File: config.mk
export PLATFORM = sky130hd
export DESIGN_NAME = seq_gen_1011
export DESIGN_NICKNAME = d
export VERILOG_FILES = /design/src/rtl/seq_gen_1011.sv
export SDC_FILE = /design/constraint.sdc
export NUM_CORES = 1
export LEC_CHECK = 0
export BUFFER_PORTS_ARGS = -buffer_cell sky130_fd_sc_hd__buf_2
export CAP_MARGIN = 20
export CORE_MARGIN = 4
export CORE_UTILIZATION = 40
export CTS_CLUSTER_SIZE = 24
export DETAILED_ROUTE_END_ITERATION = 8
export SLEW_MARGIN = 10
export SYNTH_ARGS = -nofsm -noshare
export SYNTH_HDL_FRONTEND = slang
export SYNTH_SLANG_ARGS = --single-unit
File: constraint.sdc
create_clock -name clk -period 4.2 [get_ports clk]
set_clock_uncertainty 0.2 [all_clocks]
set_input_delay 0.84 -clock clk [delete_from_list [all_inputs] [get_ports clk]]
set_output_delay 0.84 -clock clk [all_outputs]
set_load 0.005 [all_outputs]
File: src/rtl/seq_gen_1011.sv
// Serial frame transmitter: preamble, MSB-first payload, then a zero-filled gap.
// Optional macro SEQ_GEN_PARITY_EN appends one even-parity bit after the payload.
module seq_gen_1011 #(
   parameter int         DATA_WIDTH   = 8,
   parameter logic [7:0] PREAMBLE     = 8'b0000_1011,
   parameter int         PREAMBLE_LEN = 4,
   parameter int         IDLE_GAP     = 2
) (
   input  logic                  clk,
   input  logic                  reset,
   input  logic                  load_valid,
   input  logic [DATA_WIDTH-1:0] load_data,
   output logic                  load_ready,
   output logic                  out_bit,
   output logic                  tx_active,
   output logic                  frame_done
);

   localparam int MAX_A   = (PREAMBLE_LEN > DATA_WIDTH) ? PREAMBLE_LEN : DATA_WIDTH;
   localparam int MAX_CNT = (MAX_A > IDLE_GAP) ? MAX_A : IDLE_GAP;
   localparam int CNT_W   = (MAX_CNT > 1) ? $clog2(MAX_CNT) : 1;

   localparam logic [CNT_W-1:0] PRE_INIT  = CNT_W'(PREAMBLE_LEN - 1);
   localparam logic [CNT_W-1:0] DATA_INIT = CNT_W'(DATA_WIDTH - 1);
   localparam logic [CNT_W-1:0] GAP_INIT  = CNT_W'((IDLE_GAP > 0) ? IDLE_GAP - 1 : 0);

   // Preamble left-justified so its first bit to send sits in bit 7.
   localparam logic [7:0] PRE_ALIGNED = PREAMBLE << (8 - PREAMBLE_LEN);

   typedef enum logic [2:0] {
      IDLE,
      PRE,
      DATA,
`ifdef SEQ_GEN_PARITY_EN
      PAR,
`endif
      GAP
   } state_t;

   state_t                r_state;
   logic [CNT_W-1:0]      r_cnt;
   logic [7:0]            r_pre;
   logic [DATA_WIDTH-1:0] r_shift;
   logic                  r_outBit;
   logic                  r_txActive;
   logic                  r_frameDone;
`ifdef SEQ_GEN_PARITY_EN
   logic                  r_parity;
`endif

   assign load_ready = (r_state == IDLE);
   assign out_bit    = r_outBit;
   assign tx_active  = r_txActive;
   assign frame_done = r_frameDone;

   // r_cnt holds how many bits of the current phase remain after the one on out_bit.
   always_ff @(posedge clk) begin
      if (reset) begin
         r_state     <= IDLE;
         r_cnt       <= '0;
         r_pre       <= '0;
         r_shift     <= '0;
         r_outBit    <= 1'b0;
         r_txActive  <= 1'b0;
         r_frameDone <= 1'b0;
`ifdef SEQ_GEN_PARITY_EN
         r_parity    <= 1'b0;
`endif
      end else begin
         r_frameDone <= 1'b0;
         case (r_state)
            IDLE: begin
               r_outBit   <= 1'b0;
               r_txActive <= 1'b0;
               if (load_valid) begin
                  r_state    <= PRE;
                  r_shift    <= load_data;
                  r_pre      <= PRE_ALIGNED << 1;
                  r_cnt      <= PRE_INIT;
                  r_outBit   <= PRE_ALIGNED[7];
                  r_txActive <= 1'b1;
`ifdef SEQ_GEN_PARITY_EN
                  r_parity   <= ^load_data;
`endif
               end
            end
            PRE: begin
               if (r_cnt != '0) begin
                  r_outBit <= r_pre[7];
                  r_pre    <= r_pre << 1;
                  r_cnt    <= r_cnt - CNT_W'(1);
               end else begin
                  r_state  <= DATA;
                  r_outBit <= r_shift[DATA_WIDTH-1];
                  r_shift  <= r_shift << 1;
                  r_cnt    <= DATA_INIT;
               end
            end
            DATA: begin
               if (r_cnt != '0) begin
                  r_outBit <= r_shift[DATA_WIDTH-1];
                  r_shift  <= r_shift << 1;
                  r_cnt    <= r_cnt - CNT_W'(1);
               end else begin
`ifdef SEQ_GEN_PARITY_EN
                  r_state  <= PAR;
                  r_outBit <= r_parity;
`else
                  r_state     <= (IDLE_GAP == 0) ? IDLE : GAP;
                  r_outBit    <= 1'b0;
                  r_txActive  <= 1'b0;
                  r_frameDone <= 1'b1;
                  r_cnt       <= GAP_INIT;
`endif
               end
            end
`ifdef SEQ_GEN_PARITY_EN
            PAR: begin
               r_state     <= (IDLE_GAP == 0) ? IDLE : GAP;
               r_outBit    <= 1'b0;
               r_txActive  <= 1'b0;
               r_frameDone <= 1'b1;
               r_cnt       <= GAP_INIT;
            end
`endif
            GAP: begin
               r_outBit   <= 1'b0;
               r_txActive <= 1'b0;
               if (r_cnt == '0) begin
                  r_state <= IDLE;
               end else begin
                  r_cnt <= r_cnt - CNT_W'(1);
               end
            end
            default: begin
               r_state    <= IDLE;
               r_outBit   <= 1'b0;
               r_txActive <= 1'b0;
            end
         endcase
      end
   end

endmodule

### Word level (Yosys, flattened, before mapping)

Index checks and enable logic that the tools add are counted.
Widths: inputs -> output; s select.

| operators by class | value |
|---|---|
| bitwise operators | 2 |
| order comparisons | 0 |
| mux-type cells | 24 |
| reductions and logical operators | 12 |
| multiply operators | 0 |
| eq/ne operators | 10 |
| shifts and indexed selects | 0 |
| divide/modulo/power cells | 0 |
| add/sub/neg operators | 1 |

Operators with widths:

| kind | count |
|---|---|
| $mux 8 | 5 |
| $mux 3 | 8 |
| $pmux 3 s4 | 2 |
| $pmux 8 s3 | 1 |
| $pmux 8 s2 | 1 |
| $ne 2x2->1 const B | 7 |
| $reduce_and 4->1 | 2 |
| $eq 3x2->1 const B | 2 |
| $logic_not 3->1 | 2 |
| $pmux 1 s3 | 2 |
| $reduce_and 3->1 | 2 |
| $reduce_bool 3->1 | 2 |
| $mux 1 | 5 |
| $reduce_bool 4->1 | 1 |
| $eq 3x1->1 const B | 1 |
| $sub 3x1->3 const B | 1 |
| $not 1->1 | 2 |
| $reduce_and 2->1 | 1 |
| $reduce_bool 2->1 | 1 |
| $reduce_or 2->1 | 1 |

| word-level totals | value |
|---|---|
| ROM bits | 0 |
| latch bits | 0 |
| bits in writable memories | 0 |
| memories kept | 0 |
| register bits | 25 |

### Logic depth before layout (Yosys ltp)

| logic depth | value |
|---|---|
| depth in word-level cells | 3 |
| gate-level depth with buffers | 7 |
| mapped depth without buffers | 6 |

### Worst setup path after synthesis

Ideal clock, no wire load.

| path | value |
|---|---|
| path kind | register -> register |
| start | register r_state[0] |
| end | register r_shift[4] |
| cell stages (with the launch flop) | 8 |
| period minus slack after synthesis | 2.050 ns |
| arrival | 1.771 ns |
| slack | 2.150 ns |
| cell sequence | dfxtp_1 -> inv_1 -> ha_1 -> nor2b_2 -> a2111oi_4 -> buf_6 -> nor2_1 -> a211oi_2 |

| on the way | value |
|---|---|
| longest elaborated chain between the ends | 3 |
| elaborated cells between the ends (all ways) | 9 |

Ends and longest elaborated chain:

| what | line | text |
|---|---|---|
| start, declared | 40 | `state_t r_state;` |
| start signal, assigned | 109 | `r_state <= (IDLE_GAP == 0) ? IDLE : GAP;` |
| $logic_not 3->1 * | n/a |  |
| via load_ready | 13 | `output logic load_ready,` |
| $ne 2x2->1 (no source line) or $reduce_bool 3->1 (tied branches) | n/a |  |
| $reduce_and 4->1 (no source line) | n/a |  |
| end signal, assigned | 77 | `r_shift <= load_data;` |
| end signal, assigned | 95 | `r_shift <= r_shift << 1;` |
| end signal, assigned | 102 | `r_shift <= r_shift << 1;` |
| end, declared | 43 | `logic [DATA_WIDTH-1:0] r_shift;` |

The timed path passes the listed nets; every way through them passes the cells marked *.
A chain may end at the register's enable or synchronous reset.

### Worst setup path in the final report

| path | value |
|---|---|
| start | register r_state[0] |
| end | register r_shift[3] |

| on the way | value |
|---|---|
| longest elaborated chain between the ends | 3 |
| elaborated cells between the ends (all ways) | 9 |

Ends and longest elaborated chain:

| what | line | text |
|---|---|---|
| $eq 3x2->1, or another cell as far along | 71 | `case (r_state)` |
| $ne 2x2->1 (no source line) or $reduce_bool 3->1 (tied branches) | n/a |  |
| $reduce_and 4->1 (no source line) | n/a |  |

Several ways; a longest one is shown, not always the timed one.

==> flow_summary.toml <==
[outcome]
status = "complete, no violations"

[place]
place_area_um2 = 1130
port_buffers = 14
place.gp.congestion = 0.731
dp.cells = 152
dp_hpwl_um = 1400

[cts]
cts_max_level = 1
post_cts_buffers = 0
cts.sinks = 19
cts_tree = "yes"
clk_pin_slew_ns = 0.11
cts_resized = 0
clk_path_buf_depth = 2
root_buffer = "clkbuf_4"
cts_made_buffers = 3
clock_latency_ns = 0.30
ctsHoldBuffers = 0

[sta]
tns_ns = 0
rsz0062_at_grt = "false"
tightest_slew_ns = 0.846
finalSetupViolations = 0
report.final.hold_viol_count = 0
slew_headroom_pct = 43.6
min_period_over_period_pct = 58.2
fmax_mhz = 409
drv_slew = 0
period_needed_ns = 2.44
holdWs_ns = 0.279

[worst_setup_path]
endpoint = "r_shift[3]"
cp_max_fo = 16
path_depth = 6
critPathBufInv = 1
crit_chain = "inv_1 > ha_1 > nor2b_2 > a2111oi_4 > nor2_1 > a211oi_1"
cpPeakStageDelay_ns = 0.80
r2r_start = "r_state[0]"
regToRegSetupSlack_ns = 1.76
cp_slowest_cell = "a2111oi_4"
r2r_cells = 6
cp.required_ns = 4.22
worstPathArrival_ns = 2.47
critPathTopFamily = "compound AO/OA/AOI/OAI gates"
startpoint = "r_state[0]"
start_kind = "flip-flop"
reg2reg_to = "r_shift[3]"
end_kind = "flip-flop"
path_class = "reg2reg"

[final_layout]
nFillCells = 261
area_growth_pct = 9.60
mostFrequentLayoutCell = "dfxtp_1"
drive_above_1_share_pct = 19.0
diodes = 0
final_cell_area_um2 = 1160
layoutNonFillerInstCount = 156
layout_common_cells = "dfxtp_1 (19), nor2_1 (15), buf_2 (14), mux2i_1 (9), inv_1 (8)"
nets = 145

[detailed_routing]
postRouteAntennaNets = 0
first_iter_violations = 26
drc = 0
viasPerCell = 5.21
drt-total-wl_um = 1920
firstDrtPassIters = 3
wl_per_cell_um = 12.3
via_count = 813

[worst_hold_path]
min_from = "r_pre[5]"
worst_hold_path_type = "reg2reg"
hold_path_depth = 2

[global_route]
overflow = 0
grt_util_all_layers_pct = 13.0
grt_pass1_vias = 844
antenna_found_initial = 0
grt_start_max_net_pins = 22
grt_pass1_wl_um = 3500

[yosys]
yosys_warnings = 0
netlist_area_um2 = 1060
syn_inst = 115
synthDistinctLibCells = 34
syn_avg_cell_area_um2 = 9.18
async_reset_ff_share_pct = 0
ys_seq_area_share_pct = 36.0
synthFlopType = "dfxtp_1"
syn-num-nets = 133
synth_edf_count = 0
ys_ff_latch = 19

[run]
cap_violations = 0

[floorplan]
dieArea_um2 = 3530
start_util_pct = 42.2
placementRows = 18
core_um2 = 2500
die_h_um = 59.4
ios = 15
die_w_um = 59.4

[power]
p_total_w = 0.000907
p_per_area_nw_per_um2 = 784
ir_worst_vdd_v = 0.000384
p_leak_nw = 0.490
synthesized netlist by cell type, types with 2 or more instances:
master	count	area share (%)
a211oi_1	6	4.3
a211oi_2	3	3.6
a21oi_1	7	3.3
a311oi_1	2	1.7
and2_1	4	2.4
clkbuf_1	5	1.8
dfxtp_1	19	36
ha_1	7	8.3
inv_1	8	2.8
mux2i_1	9	8.5
nor2_1	15	5.3
nor2b_1	2	1.2
nor3_1	2	0.95
nor4_1	2	1.2
o21ai_0	2	0.95
o21bai_1	2	1.4
o22ai_1	2	1.2
o31ai_1	2	1.4
through the flow:
| step | utilization, % | setup WS, ns |
|---|---|---|
| CTS | 46.3 | 1.73 |
| finish | 46.3 | 1.76 |
| floorplan | - | 2.15 |
| detailed placement | 45.2 | 1.76 |
| global placement | 45.2 | 1.83 |
| global route | 46.3 | 1.53 |
state kept, by name (all words and copies together) (netlist names):
name and count:
r_shift 8, r_cnt 3, r_pre 3, r_state 2
frame_done 1, out_bit 1, tx_active 1
routing by layer:
metal | up-vias | GRT usage (%) | share of wire [%]
li1 | 433 | - | -
met1 | 365 | 15.7 | 48
met2 | 10 | 22.0 | 47
met3 | 5 | 2.61 | 3.2
met4 | 0 | 5.83 | 1.8
met5 | - | 0 | 0
cell type report:
cell class	instances	area (µm²)	share of cell area, %
Sequential cell	19	380	32.9
Inverter	8	30.0	2.59
Tap cell	30	37.5	3.24
Clock buffer	3	22.5	1.95
Timing Repair Buffer	14	70.1	6.05
Clock inverter	1	5.00	0.432
Multi-Input combinational cell	81	612	52.9
worst min path at each step:
stage / endpoint
floorplan: r_shift[0]
global placement: r_shift[0]
detailed placement: r_pre[6]
CTS: r_pre[6]
global route: r_shift[0]
finish: r_pre[6]
cells by family after synthesis:
kind of cell             count (synthesis)  synth area share (%)
AO/OA/AOI/OAI                           33                  24.8
buffers and inverters                   15                  6.04
multiplexers                             9                  8.53
AND/OR/NAND/NOR                         32                  16.4
flip-flops                              19                  36.0
adder cells (fa/ha/maj)                  7                  8.29
worst reg2reg max path, delay by kind of cell (launching register included):
family          cells  cell delay [ns]
buf+inv             1             0.10
fa+ha+maj           1             0.30
flops               1             0.40
simple gates        2             0.32
compound gates      2             1.05
where the power goes:
part	total (W)	internal (W)	leakage (nW)	switching [W]
logic	0.000528	0.000230	0.315	0.000299
clock network	0.0000958	0.0000355	0.0177	0.0000602
registers	0.000284	0.000247	0.157	0.0000361
(Power assumes the default switching activity.)
